<file path="src/rtl/prescaler.sv">
// Free-running N-bit binary prescaler: the counter MSB is a 50% duty divided clock,
// with a one-cycle wrap strobe and the raw count for same-domain users.
module prescaler #(
   parameter int N = 16
) (
   input  logic         clk,
   output logic         out,
   input  logic         rst_,
   output logic         tick,
   output logic [N-1:0] count
);

   generate
      if ((N < 1) || (N > 32)) begin : g_bad_width
         $error("prescaler: N must be in 1..32");
      end
   endgenerate

   logic [N-1:0] count_reg;

   // Carry out of the top bit is dropped, so the counter wraps modulo 2^N.
   always_ff @(posedge clk or negedge rst_) begin
      if (!rst_) begin
         count_reg <= '0;
      end else begin
         count_reg <= count_reg + N'(1);
      end
   end

   // out comes straight off a flop bit, so it stays glitch-free.
   assign out   = count_reg[N-1];
   assign tick  = &count_reg;
   assign count = count_reg;

endmodule

</file>
<file path="config.mk">
export PLATFORM = sky130hd
export DESIGN_NAME = prescaler
export DESIGN_NICKNAME = d
export VERILOG_FILES = /design/src/rtl/prescaler.sv
export SDC_FILE = /design/constraint.sdc
export NUM_CORES = 1
export LEC_CHECK = 0
export ABC_AREA = 1
export ABC_CLOCK_PERIOD_IN_PS = 1250
export BUFFER_PORTS_ARGS = -buffer_cell sky130_fd_sc_hd__buf_4
export CAP_MARGIN = 20
export CORE_MARGIN = 4
export CORE_UTILIZATION = 50
export CTS_CLUSTER_DIAMETER = 60
export DETAILED_ROUTE_END_ITERATION = 12
export HOLD_SLACK_MARGIN = 0.03
export PLACE_DENSITY = 0.74
export REMOVE_ABC_BUFFERS = 1
export SLEW_MARGIN = 5
export SYNTH_ARGS = -nofsm -noshare
export SYNTH_HDL_FRONTEND = slang
export SYNTH_SLANG_ARGS = --single-unit
</file>
<file path="constraint.sdc">
create_clock -name clk -period 1.25 [get_ports clk]
set_input_delay 0.0625 -clock clk [delete_from_list [all_inputs] [get_ports clk]]
set_output_delay 0.0625 -clock clk [all_outputs]
set_load 0.01 [all_outputs]
</file>
==> results of run 1 <==
==> final cells by class <==
cell class                      instances  area, um^2
Inverter                                9        36.3
Multi-Input combinational cell         65         404
Tap cell                               15        18.8
Timing Repair Buffer                   36         277
Clock buffer                            4        36.3
Fill cell                              70         210
Sequential cell                        16         400
==> final timing paths <==
| kind | endpoint | startpoint | depth (start not counted) | slack (ns) |
|---|---|---|---|---|
| setup / recovery | tick | count[0]$_DFF_PN0_ | 6 | -0.19 |
| hold / removal | count[10]$_DFF_PN0_ | rst_ | 2 | 0.16 |
| setup reg to reg | count[14]$_DFF_PN0_ | count[0]$_DFF_PN0_ | 7 | -0.05 |
| hold reg to reg | count[1]$_DFF_PN0_ | count[1]$_DFF_PN0_ | 1 | 0.57 |
| max in group asynchronous | count[0]$_DFF_PN0_ | rst_ | 2 | 0.91 |
| min in group clk | count[1]$_DFF_PN0_ | count[1]$_DFF_PN0_ | 1 | 0.57 |
==> report_power, final <==
group / internal (mW) / switching [mW]
clock: 0.178 / 0.172
sequential: 0.517 / 0
combinational: 0.00418 / 0.0101
total: 0.699 / 0.182
==> cell families (layout without fill, tap and decap cells) <==
logic type                 Yosys count  after routing
and+or+nand+nor                     54             54
DFF                                 16             16
buffers and inverters               10             49
xor gates and xnor gates             8              8
AOI/OAI and AO/OA                    2              2
adders and majority gates            1              1
==> layout by cell type, fill, tap and decap left out, drive strengths merged <==
cell type / synthesis / layout
ha: 1 / 1
dfrtp: 16 / 16
clkbuf: 0 / 4
nand3b: 1 / 1
xor2: 4 / 4
nand2: 29 / 29
dlygate4sd3: 0 / 1
xnor2: 4 / 4
o21ai: 2 / 2
nor2: 14 / 14
inv: 9 / 9
nor3: 1 / 1
buf: 1 / 35
nand4: 3 / 3
nand3: 6 / 6
==> cells in the mapped netlist <==
cell type | instances | area share
nand3_1 | 5 | 0.032
o21ai_1 | 2 | 0.013
nand2_1 | 27 | 0.13
nand3_2 | 1 | 0.013
dfrtp_1 | 16 | 0.51
xnor2_1 | 4 | 0.045
nand4_1 | 3 | 0.024
nand2_2 | 2 | 0.016
ha_1 | 1 | 0.016
xor2_1 | 4 | 0.045
nor3_2 | 1 | 0.013
nand3b_1 | 1 | 0.0096
nor2_1 | 11 | 0.053
inv_1 | 9 | 0.043
buf_4 | 1 | 0.0096
nor2_2 | 3 | 0.024
==> layer usage <==
metal	vias to the layer above	global-route usage	part of all wire
li1	365	-	-
met1	349	0.223	0.41
met2	23	0.326	0.51
met3	9	0.0451	0.045
met4	0	0.0829	0.030
met5	-	0	0
==> timing repair <==
item | in CTS | in global routing
gates resized for setup | 6 | 12
gates cloned | 0 | 0
hold buffers | 1 | 0
pin swaps | 1 | 4
endpoints found under the hold margin | 16 | 0
setup endpoints to repair | 1 | 8
buffers inserted | 5 | 11
==> critical path, cell delays in order (launching register included) <==
cell	delay [ns]
dfrtp_1	0.42
ha_4	0.18
nand3_4	0.10
inv_4	0.07
nand3_2	0.07
nor3_2	0.11
buf_4	0.14
==> summary.txt, run 1 <==
Critical path
  – Critical Path End Type: primary output
  – Crit-path max FO: 3
  – WP data arrival: 1.38 ns
  – Kind of critical path: flop to primary output
  – Type of origin of the critical path: flop
  – CP required: 1.19 ns

STA
  – Final WS setup: -0.190 ns
  – Post-route setup TNS: -0.303 ns
  – Final Hold Viols: 0
  – Final Critical Period: 1.44 ns
  – Pins over their slew limit: 0
  – Min Hold Slack: 0.164 ns
  – Finish-stage setup viols: 4
  – Max frequency: 694 MHz
  – Slew headroom: 0.810
  – RSZ-0062 raised after global routing: true
  – Worst-Margin Slew: 0.283 ns
  – Max Clock Skew: ~0.0042 ns
  – Period utilization: 1.15

Synth
  – Synth Area in Adders: 0.0161
  – Simple-gate area share of the yosys netlist: 0.315
  – Post-synthesis sequential area ratio: 0.514
  – Mux cell area share after synthesis: 0
  – Combinational family with the most area after synthesis: simple AND/OR/NAND/NOR gates
  – Yosys reg bits: 16
  – Yosys synthesis warning count: 0
  – Synth Area in XOR/XNOR: 0.0899
  – Unique masters post-synth: 16
  – Avg Inst Size Synth: about 8.6 um^2
  – Compound-Gate Fraction of Synth Area: 0.0128
  – Mapped Cells: 91
  – Synth Cell Area: 779 um^2

Placed design
  – Inst Count DP: 126
  – DP Wirelength: 1310 um
  – Pre-CTS WS: 0.0407 ns
  – Area post-placement: 948 um^2
  – Gpl congestion: 0.836
  – Port bufs: 19

GRT
  – Largest net degree at the start of global routing: 17
  – Global-route wire length before repair: about 2900 um
  – All-Layer GR Usage: 0.190
  – Gr ovfl total: 0
  – Antenna violations before repair: 0
  – Vias in the first global route: 661

Run status
  – Status: finished with violations
  – Failing checks: setup timing

Drt
  – DR WL/cell: 14.5 um
  – Via/cell ratio: 5.14
  – DRC viols: 0
  – DR vias: about 750
  – Starting DRT DRC Count: 22
  – WL final: 2100 um
  – Router iterations before antenna repair: 4
  – Remaining antenna violation count after routing: 0

Final layout
  – P&R area growth vs syn: 50.4%
  – Final Cell Area: 0.00117 mm^2
  – Final nets: between 100 and 150
  – Max reg flops: 16
  – Diode count: 0
  – Final Util: 0.848
  – Share of layout cells above drive strength 1: 0.431
  – Final Non-Filler Cells: 145

Floorplan
  – FP Rows: 13
  – Chip height: between 40 and 50 um
  – DIE AREA: ~0.0023 mm^2
  – Core box area: 0.00138 mm^2
  – Initial Utilization: 0.564
  – Ports: 20
  – Die width: 47.5 um

Clock tree
  – CTS Buf Count: 3
  – CTS tree: yes
  – Clk buf depth: 2
  – H-tree lvl count: 1
  – Clock Sinks: 16
  – Worst skew pair latency: 0.29 ns
  – Clock transition at path regs: 0.10 ns
  – CTS Root Cell: clkbuf_4

Power and ir drop
  – Lkg Pwr: approximately 0.58 nW
  – Power Total: 0.881 mW
  – Peak supply drop: 0.000697 V
  – Power density of the placed cells: 751 mW/mm^2

Min path
  – Worst hold path type: primary input to asynchronous set/reset pin

Run
  – Number of max-cap violations: 0
No activity file was read; power rests on OpenSTA's default activity.
==> run 2, diff against run 1 <==
- CAP_MARGIN: 20 -> 10
- SKIP_LAST_GASP: unset -> 1
==> run 2 against run 1 <==
  * The flow still finishes with violations (setup timing)
  * Wire length up 3.6%
  * Clock skew is 0.0012 ns higher
  * Sequential share of layout area is 0.50 points lower
  * Via count rose by 3.9%
  * Combinational power barely moved
  * Final cell count is 1.4% higher
  * Flip-flop and latch count did not move
  * Design area rose by 1.5%
  * Non-clock buffer count increased by 2
  * Global-route usage unchanged
  * Critical path depth unchanged
  * Highest routed layer unchanged
==> summary.txt, run 2 (synthesis results as in run 1) <==
Final layout
  – Max reg flops: 16 (unchanged)
  – Most common cell after layout, fill and taps aside: buf_4 (unchanged)
  – Final nets: 136 (was 134)
  – Final Cell Area: 0.00119 mm^2 (was 0.00117 mm^2)
  – Share of layout cells above drive strength 1: 0.439 (was 0.431)
  – Final Non-Filler Cells: 147 (was 145)
  – Most frequent cells in the layout: 36 x buf_4, 26 x nand2_1, 16 x dfrtp_1 (was 34 x buf_4, 25 x nand2_1, 16 x dfrtp_1)
  – Diode count: 0 (unchanged)
  – P&R area growth vs syn: 52.6% (was 50.4%)
  – Fillers: 69 (was 70)

Clock tree
  – Worst skew pair latency: 0.30 ns (was 0.29 ns)
  – Clk buf depth: 2 (unchanged)
  – Clock transition at path regs: 0.10 ns (about the same)
  – CTS Root Cell: clkbuf_4 (unchanged)
  – Clock Sinks: 16 (unchanged)
  – CTS tree: yes (unchanged)
  – H-tree lvl count: 1 (unchanged)
  – CTS Buf Count: 3 (unchanged)

Floorplan
  – Die width: 47.5 um (unchanged)
  – Ports: 20 (unchanged)
  – DIE AREA: 0.00225 mm^2 (unchanged)
  – FP Rows: 13 (unchanged)
  – Initial Utilization: 0.564 (unchanged)
  – Chip height: 47.5 um (unchanged)
  – Core box area: 0.00138 mm^2 (unchanged)

Placed design
  – Port bufs: 19 (unchanged)
  – DP Wirelength: 1310 um (unchanged)
  – Area post-placement: 948 um^2 (unchanged)
  – Inst Count DP: 126 (unchanged)
  – Gpl congestion: 0.836 (unchanged)
  – Pre-CTS WS: 0.0407 ns (unchanged)

STA
  – Pins over their slew limit: 0 (unchanged)
  – Final Critical Period: 1.44 ns (about the same)
  – Period utilization: 1.15 (about the same)
  – Final WS setup: -0.190 ns (about the same)
  – Post-route setup TNS: -0.817 ns (was -0.303 ns)
  – Max frequency: 695 MHz (was 694 MHz)
  – Finish-stage setup viols: 10 (was 4)
  – Final Hold Viols: 0 (unchanged)
  – Max Clock Skew: 0.00535 ns (was 0.00417 ns)
  – RSZ-0062 raised after global routing: true (unchanged)
  – Slew headroom: 0.817 (was 0.810)
  – Worst-Margin Slew: 0.274 ns (was 0.283 ns)

Critical path
  – Type of origin of the critical path: flop (unchanged)
  – Crit-path max FO: 3 (unchanged)
  – Kind of critical path: flop to primary output (unchanged)
  – WP data arrival: 1.38 ns (about the same)
  – Critical Path End Type: primary output (unchanged)
  – CP required: 1.19 ns (about the same)

Power and ir drop
  – Internal power: 0.699 mW (about the same)
  – Peak supply drop: 0.000712 V (was 0.000697 V)
  – Switch Pwr: 0.193 mW (was 0.182 mW)
  – Lkg Pwr: 0.595 nW (was 0.579 nW)
  – Sw frac: 0.216 (was 0.207)
  – Comb power frac: 0.016 (about the same)
  – Clock power frac: 0.404 (was 0.397)
  – Power density of the placed cells: 750 mW/mm^2 (was 751 mW/mm^2)
  – Power Total: 0.892 mW (was 0.881 mW)
  – Reg power frac: 0.580 (was 0.587)

GRT
  – Largest net degree at the start of global routing: 17 (unchanged)
  – Global-route wire length before repair: 2880 um (unchanged)
  – Gr ovfl total: 0 (unchanged)
  – Antenna violations before repair: 0 (unchanged)
  – All-Layer GR Usage: 0.190 (unchanged)
  – Vias in the first global route: 661 (unchanged)

Drt
  – DRC viols: 0 (unchanged)
  – Remaining antenna violation count after routing: 0 (unchanged)
  – DR WL/cell: 14.8 um (was 14.5 um)
  – Via/cell ratio: 5.27 (was 5.14)
  – DR vias: 775 (was 746)
  – WL final: 2170 um (was 2100 um)
  – Starting DRT DRC Count: 37 (was 22)
  – Router iterations before antenna repair: 4 (unchanged)

Min path
  – Worst hold path type: primary input to asynchronous set/reset pin (unchanged)

Run status
  – Failing checks: setup timing (unchanged)
  – Status: finished with violations (unchanged)

Run
  – Number of max-cap violations: 0 (unchanged)
-- run 2: cell count changes in the layout (fill, tap and decap cells not counted), sizes merged --
cell,before,now
buf,35,37
-- run 2: timing repair --
action,CTS,global route
setup endpoints to repair,1,9
pin swaps,1,6
hold buffers,1,0
setup buffers,5,11
resized for setup,5,13
endpoints found under the hold margin,16,0
-- run 2: power by group through the flow --
stage / Clock (mW) / Sequential [mW] / Combinational (mW)
2_1_floorplan: 0 / 0.528 / 0.000000149
3_3_place_gp: 0 / 0.527 / 0.0121
3_5_place_dp: 0 / 0.527 / 0.0123
4_1_cts: 0.355 / 0.517 / 0.0148
5_1_grt: 0.393 / 0.517 / 0.0168
6_report: 0.361 / 0.517 / 0.0142
-- run 2: critical path: stages, from the launching register on --
cell and delay [ns]:
dfrtp_1 0.42, ha_4 0.18, nand3_4 0.10, inv_4 0.07, nand3_2 0.07, nor3_2 0.10
buf_4 0.14
-- run 2: final timing paths --
check,start,end,slack (ns),cells past startpoint
setup / recovery,count[0]$_DFF_PN0_,tick,-0.19,6
hold / removal,rst_,count[10]$_DFF_PN0_,0.15,2
setup reg to reg,count[1]$_DFF_PN0_,count[13]$_DFF_PN0_,-0.10,8
hold reg to reg,count[1]$_DFF_PN0_,count[1]$_DFF_PN0_,0.57,1
max in group asynchronous,rst_,count[7]$_DFF_PN0_,0.92,2
min in group clk,count[1]$_DFF_PN0_,count[1]$_DFF_PN0_,0.57,1
-- run 2: final cells by class --
class | instances | area [um^2] | area share
multi-input cells | 65 | 407 | 0.342
flip-flops and latches | 16 | 400 | 0.336
repair buffers | 38 | 292 | 0.245
clock buffers | 4 | 36.3 | 0.0305
inverters | 9 | 36.3 | 0.0305
well taps | 15 | 18.8 | 0.0158
-- run 2: per-stage QoR --
stage / util / hold WS, ns
after floorplan: - / -0.233
after global placement: 0.686 / -0.0721
after detailed placement: 0.686 / -0.0706
after CTS: 0.765 / 0.155
after global routing: 0.861 / 0.176
final: 0.861 / 0.151
-- run 2: layer usage --
| layer | vias up | GRT usage | wire [um] |
|---|---|---|---|
| met5 | - | 0 | 0 |
| met4 | 0 | 0.0829 | 50 |
| met3 | 7 | 0.0451 | 107 |
| met2 | 33 | 0.326 | 1130 |
| met1 | 365 | 0.223 | 890 |
| li1 | 370 | - | - |
==> run 3, diff against run 2 <==
- BUFFER_PORTS_ARGS: -buffer_cell sky130_fd_sc_hd__buf_4 -> unset
- CORE_UTILIZATION: 50 -> 60
- CTS_BUF_LIST: unset -> sky130_fd_sc_hd__clkbuf_2
- DONT_BUFFER_PORTS: unset -> 1
==> run 3 against run 2 <==
  * Setup slack improved by 0.019 ns
  * Count of clock-buffer cells in the layout shrank 1
  * Clock power shrank 35%
  * Largest cell class unchanged
  * Total power is 15% lower
  * Core utilization up 5.5 points
  * The flow still finishes with violations (setup timing)
  * Final cell count shrank 12%
  * Register-to-register slack worse by 0.02 ns
==> summary.txt, run 3 (synthesis results as in run 1) <==
Critical path
  – Crit-path max FO: 3 (unchanged)
  – Critical Path Max Stage Delay: 0.43 ns (was 0.42 ns)
  – CP max stage cell: dfrtp_1 (unchanged)
  – Bufs and invs on worst path: 0 (was 2)
  – CP required: 1.19 ns (about the same)
  – Type of origin of the critical path: flop (unchanged)
  – Critical Path End Type: primary output (unchanged)
  – Kind of critical path: flop to primary output (unchanged)
  – Worst Setup SP: count[7]$_DFF_PN0_ (was count[0]$_DFF_PN0_)
  – Critical-path cell list: nand2_1 -> nor2_4 -> nand3_4 -> nor3_4 (was ha_4 -> nand3_4 -> inv_4 -> nand3_2 -> nor3_2 -> buf_4)
  – Kind of cell adding the most delay to the critical path: simple AND/OR/NAND/NOR gates (was flip-flops)
  – Reg2reg start: count[1]$_DFF_PN0_ (unchanged)
  – WP data arrival: 1.36 ns (was 1.38 ns)

Placed design
  – Gpl congestion: 0.754 (was 0.836)
  – Port bufs: 0 (was 19)
  – DP Wirelength: 1230 um (was 1310 um)

Final layout
  – P&R area growth vs syn: 37.6% (was 52.6%)
  – Final nets: 120 (was 136)
  – Share of layout cells above drive strength 1: 0.400 (was 0.439)
  – Most common cell after layout, fill and taps aside: nand2_1 (was buf_4)
  – Most frequent cells in the layout: 22 x nand2_1, 21 x buf_4, 14 x dfrtp_1 (was 36 x buf_4, 26 x nand2_1, 16 x dfrtp_1)
  – Final Util: 0.916 (was 0.861)
  – Max reg flops: 16 (unchanged)
  – Diode count: 0 (unchanged)

Floorplan
  – Die width: 44.0 um (was 47.5 um)
  – Ports: 20 (unchanged)
  – FP Rows: 12 (was 13)
  – DIE AREA: 0.00194 mm^2 (was 0.00225 mm^2)
  – Initial Utilization: 0.666 (was 0.564)
  – Chip height: 44.0 um (was 47.5 um)
  – Core box area: 0.00117 mm^2 (was 0.00138 mm^2)

STA
  – Max Clock Skew: 0.00572 ns (was 0.00535 ns)
  – Final Hold Viols: 0 (unchanged)
  – Final WS setup: -0.171 ns (was -0.190 ns)
  – Final Critical Period: 1.42 ns (was 1.44 ns)
  – Finish-stage setup viols: 6 (was 10)
  – Post-route setup TNS: -0.507 ns (was -0.817 ns)
  – Slew headroom: 0.513 (was 0.817)
  – Max frequency: 704 MHz (was 695 MHz)
  – Worst-Margin Slew: 0.727 ns (was 0.274 ns)
  – Period utilization: 1.14 (was 1.15)
  – Pins over their slew limit: 0 (unchanged)
  – RSZ-0062 raised after global routing: true (unchanged)

Min path
  – Worst hold path type: primary input to asynchronous set/reset pin (unchanged)

Power and ir drop
  – Power density of the placed cells: 711 mW/mm^2 (was 750 mW/mm^2)
  – Peak supply drop: 0.000783 V (was 0.000712 V)
  – Lkg Pwr: 0.510 nW (was 0.595 nW)

Clock tree
  – Clk buf depth: 2 (unchanged)
  – Worst skew pair latency: 0.30 ns (about the same)
  – H-tree lvl count: 1 (unchanged)
  – CTS Root Cell: clkbuf_2 (was clkbuf_4)
  – Clock transition at path regs: 0.15 ns (was 0.10 ns)
  – Clock Sinks: 16 (unchanged)
  – CTS tree: yes (unchanged)
  – CTS Buf Count: 3 (unchanged)

Drt
  – DR WL/cell: 20.0 um (was 14.8 um)
  – Router iterations before antenna repair: 4 (unchanged)
  – WL final: 2580 um (was 2170 um)
  – Remaining antenna violation count after routing: 0 (unchanged)
  – Via/cell ratio: 6.05 (was 5.27)
  – DRC viols: 0 (unchanged)
  – DR vias: 780 (was 775)
  – Starting DRT DRC Count: 43 (was 37)

GRT
  – Gr ovfl total: 0 (unchanged)
  – Largest net degree at the start of global routing: 17 (unchanged)
  – Antenna violations before repair: 0 (unchanged)
  – All-Layer GR Usage: 0.212 (was 0.190)
  – Vias in the first global route: 683 (was 661)
  – Global-route wire length before repair: 3040 um (was 2880 um)

Run
  – Number of max-cap violations: 0 (unchanged)

Run status
  – Status: finished with violations (unchanged)
  – Failing checks: setup timing (unchanged)
## run 3: report_power, final
group / internal (mW) / switching, mW
registers: 0.518 / 0
logic: 0.00211 / 0.00975
clock network: 0.0654 / 0.167
## run 3: path summary, 6_finish.rpt
path,slack (ns),to,cells past startpoint
setup / recovery,-0.17,tick,4
hold / removal,0.23,count[8]$_DFF_PN0_,1
setup reg to reg,-0.12,count[13]$_DFF_PN0_,6
hold reg to reg,0.59,count[1]$_DFF_PN0_,1
max in group asynchronous,0.52,count[11]$_DFF_PN0_,1
min in group clk,0.59,count[1]$_DFF_PN0_,1
## run 3: cell type report
type                    count  area, um^2
clock buffers               3        15.0
fillers                    44        98.8
inverters                   9        36.3
multi-input cells          65         433
flip-flops and latches     16         403
well taps                  14        17.5
repair buffers             22         168
## run 3: stage by stage
step	cell area, um^2	hold slack, ns	std cells	worst slack, ns	power (mW)
4_1_cts	973	0.276	124	-0.172	0.749
3_3_place_gp	872	-0.233	115	0.101	0.528
5_1_grt	1070	0.284	129	-0.206	0.780
6_report	1070	0.235	129	-0.171	0.762
2_1_floorplan	772	-0.233	90	0.0339	0.528
3_5_place_dp	872	-0.233	115	0.0539	0.528
## run 3: layer usage
| metal | wire (um) | part of all wire | up-vias | GRT usage |
|---|---|---|---|---|
| li1 | - | - | 338 | - |
| met3 | 228 | 0.088 | 15 | 0.0366 |
| met4 | 128 | 0.050 | 0 | 0.102 |
| met2 | 1320 | 0.51 | 63 | 0.346 |
| met1 | 902 | 0.35 | 364 | 0.270 |
| met5 | 0 | 0 | - | 0 |
## run 3: timing repair
item	CTS	global route
resized for setup	11	15
hold buffers	1	0
setup endpoints to repair	1	7
endpoints found under the hold margin	16	0
pin swaps	2	6
setup buffers	5	5
